===== src/rtl/systolic_feed_ctrl.sv =====
// Operand feed sequencer for an N x N systolic array: clears the accumulators,
// drives skewed per-lane shift enables, drains the array and signals completion.
module systolic_feed_ctrl #(
  parameter int N            = 4,
  parameter int K_MAX        = 16,
  parameter int DRAIN_CYCLES = 4,
  parameter int KW           = $clog2(K_MAX + 1)
) (
  input  logic          clk,
  input  logic          reset_n,
  input  logic          start_i,
  input  logic [KW-1:0] k_len_i,
  input  logic          stall_i,
  output logic [N-1:0]  shift_o,
  output logic          pe_en_o,
  output logic          acc_clr_o,
  output logic          busy_o,
  output logic          done_o
);

  localparam int TW  = $clog2(K_MAX + N);
  localparam int TPW = TW + 1;
  localparam int DW  = $clog2(DRAIN_CYCLES + 1);

  typedef enum logic [2:0] {
    S_IDLE,
    S_CLR,
    S_FEED,
    S_DRAIN,
    S_DONE
  } state_e;

  state_e        state_q, state_d;
  logic [TW-1:0] t_q, t_d;
  logic [DW-1:0] d_q, d_d;
  logic [KW-1:0] k_q, k_d;

  logic [KW-1:0] k_sat;
  logic          feed_last;
  logic          drain_last;

  assign k_sat      = (k_len_i > KW'(K_MAX)) ? KW'(K_MAX) : k_len_i;
  assign feed_last  = (t_q == TW'(k_q) + TW'(N - 2));
  assign drain_last = (d_q == DW'(DRAIN_CYCLES - 1));

  always_ff @(posedge clk) begin
    if (!reset_n) begin
      state_q <= S_IDLE;
      t_q     <= '0;
      d_q     <= '0;
      k_q     <= '0;
    end else begin
      state_q <= state_d;
      t_q     <= t_d;
      d_q     <= d_d;
      k_q     <= k_d;
    end
  end

  // Counters only advance on unstalled edges, so a stall simply freezes the sequence.
  always_comb begin
    state_d = state_q;
    t_d     = t_q;
    d_d     = d_q;
    k_d     = k_q;
    case (state_q)
      S_IDLE: begin
        if (start_i) begin
          k_d = k_sat;
          t_d = '0;
          state_d = (k_sat == '0) ? S_DONE : S_CLR;
        end
      end
      S_CLR: state_d = S_FEED;
      S_FEED: begin
        if (!stall_i) begin
          if (feed_last) begin
            state_d = S_DRAIN;
            d_d     = '0;
          end else begin
            t_d = t_q + TW'(1);
          end
        end
      end
      S_DRAIN: begin
        if (!stall_i) begin
          if (drain_last) state_d = S_DONE;
          else            d_d = d_q + DW'(1);
        end
      end
      S_DONE:  state_d = S_IDLE;
      default: state_d = S_IDLE;
    endcase
  end

  always_comb begin
    shift_o   = '0;
    pe_en_o   = 1'b0;
    acc_clr_o = (state_q == S_CLR);
    busy_o    = (state_q != S_IDLE);
    done_o    = (state_q == S_DONE);
    if (state_q == S_FEED && !stall_i) begin
      pe_en_o = 1'b1;
      // Lane i is live during the K-cycle window starting i cycles into FEED.
      for (int i = 0; i < N; i++) begin
        shift_o[i] = (t_q >= TW'(i)) && ({1'b0, t_q} < TPW'(i) + TPW'(k_q));
      end
    end
    if (state_q == S_DRAIN && !stall_i) pe_en_o = 1'b1;
  end

endmodule


===== config.mk =====
export PLATFORM = sky130hd
export DESIGN_NAME = systolic_feed_ctrl
export DESIGN_NICKNAME = d
export VERILOG_FILES = /design/src/rtl/systolic_feed_ctrl.sv
export SDC_FILE = /design/constraint.sdc
export NUM_CORES = 1
export LEC_CHECK = 0
export ABC_AREA = 1
export ABC_CLOCK_PERIOD_IN_PS = 2000
export CAP_MARGIN = 10
export CORE_UTILIZATION = 30
export CTS_CLUSTER_DIAMETER = 150
export DETAILED_ROUTE_END_ITERATION = 6
export REMOVE_ABC_BUFFERS = 1
export SYNTH_ARGS = -nofsm -noshare
export SYNTH_HDL_FRONTEND = slang
export SYNTH_SLANG_ARGS = --single-unit

===== constraint.sdc =====
create_clock -name clk -period 2 [get_ports clk]
set_clock_uncertainty 0.15 [all_clocks]
set_input_delay 0.4 -clock clk [delete_from_list [all_inputs] [get_ports clk]]
set_output_delay 0.4 -clock clk [all_outputs]
set_load 0.01 [all_outputs]

Word-level counts from Yosys, hierarchy flattened
Index checks and enable logic that the tools add are counted.
- magnitude comparators: 9
- equality and inequality tests: 13
- muxes and demuxes: 20
- add/subtract/negate cells: 6
- reduce and logical (&&, ||, !) cells: 16
- operator list (operator ; count):
    $mux 3 ; 10
    $mux 5 ; 4
    $lt 5x6->1 ; 3
    $ne 2x2->1 const B ; 7
    $add 2x5->6 const A ; 2
    $pmux 3 s4 ; 1
    $ge 5x1->1 const B ; 2
    $ge 5x2->1 const B ; 2
    $pmux 5 s2 ; 1
    $reduce_and 5->1 ; 2
    $eq 3x2->1 const B ; 3
    $add 1x5->6 const A ; 1
    $logic_and 1x1->1 ; 6
    $pmux 3 s2 ; 1
    $add 5x1->5 const B ; 1
    $add 5x2->5 const B ; 1
    $eq 5x5->1 ; 1
    $gt 5x5->1 const B ; 1
    $logic_not 5->1 ; 1
    $lt 5x5->1 ; 1
    $mux 4 ; 1
    $reduce_and 4->1 ; 1
    $reduce_bool 2->1 ; 2
    $add 3x1->3 const B ; 1
    other kinds (7) ; 8
- bits of input ports: 9
- logic and storage cells: 68
- register bits: 16
- output and inout bits: 8

Logic depth before layout (Yosys ltp)
- word-level depth: 6
- depth in mapped cells: 12
- depth with buffers taken out: 12

Least setup slack after synthesis
OpenSTA, ideal clock, no wires.
- path type: reg2out
- from: register k_q[0]
- to: output port shift_o[3]
- arrival: 1685 ps
- path slack: -235 ps
- data required time: 1450 ps
- stages on the path, launching flop included: 9
- cells stage by stage: dfxtp_1 inv_1 ha_1 nor3_1 xor2_1 ha_1 nand2_1 o21ai_0 nor3_2
- longest elaborated chain between the ends: 4
- ends and longest elaborated chain (item ; RTL line ; RTL):
    start, declared ; 36 ; logic [KW-1:0] k_q, k_d;
    start signal, assigned ; 56 ; k_q <= k_d;
    $add 2x5->6 ; 106 ; shift_o[i] = (t_q >= TW'(i)) && ({1'b0, t_q} < TPW'(i) + TPW'(k_q));
    $lt 5x6->1 ; 106 ;
    $logic_and 1x1->1 ; 106 ;
    $mux 4 ; 102 ; if (state_q == S_FEED && !stall_i) begin
    end, declared ; 14 ; output logic [N-1:0] shift_o,
Every way passes these cells.

Final worst setup path
- from: register k_q[1]
- to: output port shift_o[3]
The elaborated chain is that of the path after synthesis.

==> results_tabular.tex <==
\begin{tabular}{lr}
\hline
Metric & Value \\
\hline
\multicolumn{2}{l}{\textbf{Pwr}} \\
\quad Peak VDD IR & 0.893 mV \\
\quad Switching power & approximately 1200 µW \\
\quad Part of the power in registers & 0.183 \\
\quad Internal power of the cells & between 1000 and 1500 µW \\
\quad Logic pwr share & 0.724 \\
\quad Switching Share & 0.450 \\
\quad Power density of the placed cells & $\sim$1100 nW/µm² \\
\quad LEAKAGE & around 0.0011 µW \\
\quad Clk network pwr share & 0.092 \\
\multicolumn{2}{l}{\textbf{Placed design}} \\
\quad Routability cong. & $\sim$0.86 \\
\quad Estimated wirelength of the detail-placed design & roughly 3.1 mm \\
\quad Number of I/O port buffers & 16 \\
\quad Number of instances in the placed design & between 300 and 400 \\
\quad Post-Place Worst Slack & -730 ps \\
\multicolumn{2}{l}{\textbf{Timing}} \\
\quad Setup repair after global routing missed its margin & yes \\
\quad Final slew viol count & 0 \\
\quad Max\_slew headroom & 0.656 \\
\quad Setup violations, final & 15 \\
\quad Clock period minus worst slack & between 2000 and 2500 ps \\
\quad Worst Slack Setup Final & -475 ps \\
\quad Number of failing hold endpoints at the final stage & 0 \\
\quad Fin crit share & 1.24 \\
\quad Maximum clock rate & just over 400 MHz \\
\quad Slew at the pin with the worst max-slew slack & about 520 ps \\
\multicolumn{2}{l}{\textbf{Worst setup path}} \\
\quad Standard cell with the maximum stage delay on the critical path & sky130\_fd\_sc\_hd\_\_dfxtp\_4 \\
\quad Slowest stage delay, CP & between 300 and 400 ps \\
\quad Crit path DAT & 1930 ps \\
\quad CP startpoint & k\_q[1]\$\_SDFFE\_PN0P\_ \\
\quad Worst-path fanout max & 4 \\
\quad End of the worst register-to-register path & state\_q[0]\$\_SDFFE\_PN0P\_ \\
\quad R2r setup slk & -100 ps \\
\quad Logic depth of the worst register-to-register path & 13 \\
\quad Required time at the endpoint of the critical path & $\sim$1500 ps \\
\quad Ordered cell list for the critical path & inv\_4 -> ha\_4 -> nor3\_4 -> xor2\_1 -> ha\_1 -> nand2\_2 -> o21ai\_1 -> nor3\_2 -> buf\_2 \\
\quad Crit path capture & shift\_o[3] \\
\quad Start-to-end type of the worst setup path & flop to output pin \\
\quad Launch instance of the worst register-to-register path & k\_q[1]\$\_SDFFE\_PN0P\_ \\
\quad Startpoint kind of the worst setup timing path & flop \\
\quad Setup crit end kind & output pin \\
\multicolumn{2}{l}{\textbf{Logic synthesis}} \\
\quad Yosys synthesis warning count & 0 \\
\quad Synth area leaders & sky130\_fd\_sc\_hd\_\_ha\_1, sky130\_fd\_sc\_hd\_\_dfxtp\_1, sky130\_fd\_sc\_hd\_\_nand2\_1, sky130\_fd\_sc\_hd\_\_a21oi\_1, sky130\_fd\_sc\_hd\_\_inv\_1 \\
\quad Gate count after technology mapping & between 200 and 250 \\
\quad Biggest area consumer among synthesized cells & sky130\_fd\_sc\_hd\_\_ha\_1 \\
\quad Cell area after synthesis & roughly 1600 µm² \\
\quad Flip-flop and latch count after synthesis & 16 \\
\quad Syn avg cell area & around 7 µm² \\
\quad Netlist cell types & 30 \\
\quad Post-synthesis sequential area ratio & 0.204 \\
\quad Portion of synthesized cell area occupied by the leading cell type & 0.215 \\
\multicolumn{2}{l}{\textbf{Route}} \\
\quad Final wirelength & approximately 4.4 mm \\
\quad Overall via count from detail\_route & $\sim$1,700 \\
\quad Routed wire per std cell & 12.5 µm \\
\quad Vias per cell & a little under 5 \\
\quad Detailed router's first-iteration violation count & 50 \\
\quad Number of remaining DRC errors & 0 \\
\quad Post-route antenna net violation count & 0 \\
\quad TritonRoute pass-1 iters & 4 \\
\multicolumn{2}{l}{\textbf{Hold path}} \\
\quad Cells on Worst Hold Path & 2 \\
\quad Hold Crit Class & flop to flop \\
\multicolumn{2}{l}{\textbf{CTS}} \\
\quad Hold-fix buffer count after cts & 0 \\
\quad Clock root buffer & sky130\_fd\_sc\_hd\_\_clkbuf\_8 \\
\quad H-Tree Depth & 1 \\
\quad Worst-skew pair later-pin latency & $\sim$250 ps \\
\quad Number of clock buffers inserted by TritonCTS & 3 \\
\quad Maximum clock insertion buffer count & 2 \\
\quad CTS tree & built \\
\quad Number of sinks on the clock net & 16 \\
\quad Clock-pin transition on the worst setup and hold timing paths & roughly 60 ps \\
\multicolumn{2}{l}{\textbf{Global route}} \\
\quad First-pass GRT wire length & a little under 7 mm \\
\quad Vias in the first global route & 1,559 \\
\quad Aggregate global-route resource usage & 0.162 \\
\quad Maximum number of pins on one net before global-route repair & 14 \\
\quad Initial antenna violation count & 0 \\
\quad Global route overflow & 0 \\
\multicolumn{2}{l}{\textbf{Die}} \\
\quad Row count & 25 \\
\quad Area of the core & 4880 µm² \\
\quad Area of the die & between 5000 and 6000 µm² \\
\quad Starting density of the core & 0.322 \\
\quad Top-level port count & 17 \\
\quad Y dimension of the die & 74.4 µm \\
\quad DIE WIDTH & 74.4 µm \\
\multicolumn{2}{l}{\textbf{Outcome}} \\
\quad Failing checks & setup timing \\
\quad Outcome & finished with violations \\
\multicolumn{2}{l}{\textbf{Layout}} \\
\quad Share of cells above drive strength 1 & 0.379 \\
\quad Net count reported at finish & 320 \\
\quad Antenna Cells & 0 \\
\quad Final Non-Filler Cells & around 350 \\
\quad Area growth from synthesis to layout & 55.3\% \\
\multicolumn{2}{l}{\textbf{Run}} \\
\quad Max cap viols & 0 \\
\hline
\end{tabular}
per-layer routing:
layer | up-vias | track usage | part of all wire
li1 | 871 | - | -
met1 | 778 | 0.207 | 0.45
met2 | 25 | 0.290 | 0.50
met3 | 8 | 0.0244 | 0.028
met4 | 0 | 0.0294 | 0.017
met5 | - | 0 | 0
worst min path at each step:
stage	from	end
after floorplan	d_q[2]$_SDFFE_PN0P_	d_q[2]$_SDFFE_PN0P_
after global placement	d_q[2]$_SDFFE_PN0P_	d_q[2]$_SDFFE_PN0P_
after detailed placement	d_q[2]$_SDFFE_PN0P_	d_q[2]$_SDFFE_PN0P_
after CTS	d_q[2]$_SDFFE_PN0P_	d_q[2]$_SDFFE_PN0P_
after global routing	d_q[2]$_SDFFE_PN0P_	d_q[2]$_SDFFE_PN0P_
final	d_q[2]$_SDFFE_PN0P_	d_q[2]$_SDFFE_PN0P_
metrics by stage:
stage,hold slack [ps],utilization,TNS (ps),power [µW],cell area (µm²)
final,324,0.500,-2360,2700,2440
after global routing,347,0.500,-3680,2920,2440
after CTS,321,0.470,-1700,2430,2290
after detailed placement,309,0.427,-3270,2010,2080
after global placement,301,0.427,-2840,2000,2080
after floorplan,290,-,-468,1380,1550
what timing repair did:
action / 4_1_cts / 5_1_grt
pin swaps: 23 / 13
resized for setup: 60 / 23
setup endpoints to repair: 19 / 15
gates cloned: 0 / 0
buffers inserted: 6 / 3
critical path: cells and delay by family (launching register included):
family | cells | cell delay (ps)
AND/OR/NAND/NOR | 3 | 380
flip-flops | 1 | 390
adder cells (fa/ha/maj) | 2 | 440
AO/OA/AOI/OAI | 1 | 90
buffers and inverters | 2 | 210
XOR/XNOR | 1 | 180
power groups by stage:
stage          sequential (µW)  clock, µW  combinational [µW]
6_report                   495        250                1950
5_1_grt                    505        266                2150
4_1_cts                    491        251                1690
3_5_place_dp               464          0                1550
3_3_place_gp               459          0                1540
2_1_floorplan              502          0                 875
flip-flops by register name, summed over array words and instances, names as in the netlist:
signal   flops
d_q          3
t_q          5
state_q      3
k_q          5
synthesized netlist by cell type:
| cell | count |
|---|---|
| sky130_fd_sc_hd__clkbuf_1 | 1 |
| sky130_fd_sc_hd__nor2_8 | 1 |
| sky130_fd_sc_hd__a21oi_1 | 21 |
| sky130_fd_sc_hd__xor2_1 | 5 |
| sky130_fd_sc_hd__dfxtp_1 | 16 |
| sky130_fd_sc_hd__nand4_1 | 6 |
| sky130_fd_sc_hd__clkbuf_2 | 1 |
| sky130_fd_sc_hd__o21ai_2 | 1 |
| sky130_fd_sc_hd__nand3_1 | 15 |
| sky130_fd_sc_hd__o211ai_1 | 1 |
| sky130_fd_sc_hd__xnor2_1 | 3 |
| sky130_fd_sc_hd__nand3b_1 | 2 |
| sky130_fd_sc_hd__o21ai_0 | 7 |
| sky130_fd_sc_hd__nand2_1 | 39 |
| sky130_fd_sc_hd__nor2_2 | 1 |
| sky130_fd_sc_hd__nand2_4 | 4 |
| sky130_fd_sc_hd__a211oi_1 | 4 |
| sky130_fd_sc_hd__inv_1 | 26 |
| sky130_fd_sc_hd__buf_2 | 2 |
| sky130_fd_sc_hd__o21bai_1 | 2 |
| sky130_fd_sc_hd__o31ai_1 | 1 |
| sky130_fd_sc_hd__o2111a_1 | 1 |
| sky130_fd_sc_hd__buf_4 | 1 |
| sky130_fd_sc_hd__nor3b_1 | 1 |
| sky130_fd_sc_hd__nor3_2 | 2 |
| sky130_fd_sc_hd__nor3_1 | 4 |
| sky130_fd_sc_hd__ha_1 | 27 |
| sky130_fd_sc_hd__a211oi_2 | 1 |
| sky130_fd_sc_hd__inv_2 | 3 |
| sky130_fd_sc_hd__nor2_1 | 22 |
cells by family (layout without fill, tap and decap cells):
family | Yosys count | after routing | synth area share
compound gates | 39 | 39 | 0.148
xor+xnor | 8 | 8 | 0.0446
fa+ha+maj | 27 | 27 | 0.215
buf+inv | 34 | 95 | 0.0860
flops | 16 | 16 | 0.204
simple gates | 97 | 97 | 0.303
cells in the final DEF, fill, tap and decap left out, types with 3 or more instances in the layout:
master and count:
sky130_fd_sc_hd__o21ai_1 3, sky130_fd_sc_hd__dfxtp_1 10, sky130_fd_sc_hd__inv_2 6, sky130_fd_sc_hd__nand3_1 12, sky130_fd_sc_hd__nor2_1 21, sky130_fd_sc_hd__ha_4 7, sky130_fd_sc_hd__nand2_4 5, sky130_fd_sc_hd__nand2_2 5
sky130_fd_sc_hd__buf_6 7, sky130_fd_sc_hd__ha_1 20, sky130_fd_sc_hd__o21ai_0 4, sky130_fd_sc_hd__buf_2 4, sky130_fd_sc_hd__dfxtp_2 3, sky130_fd_sc_hd__a21oi_1 14, sky130_fd_sc_hd__dfxtp_4 3, sky130_fd_sc_hd__a21oi_2 7
sky130_fd_sc_hd__inv_1 21, sky130_fd_sc_hd__clkdlybuf4s50_1 8, sky130_fd_sc_hd__nor3_2 3, sky130_fd_sc_hd__nand2_1 33, sky130_fd_sc_hd__a211oi_1 4, sky130_fd_sc_hd__nand4_1 6, sky130_fd_sc_hd__clkbuf_8 3, sky130_fd_sc_hd__xor2_1 4
sky130_fd_sc_hd__buf_4 38, sky130_fd_sc_hd__dlygate4sd2_1 4
area by class of cell:
type                            count  area [µm²]
Fill cell                         490        2440
Multi-Input combinational cell    171        1330
Timing Repair Buffer               63         539
Sequential cell                    16         335
Inverter                           29         114
Tap cell                           67        83.8
Clock buffer                        3        41.3
(Power assumes the default switching activity.)
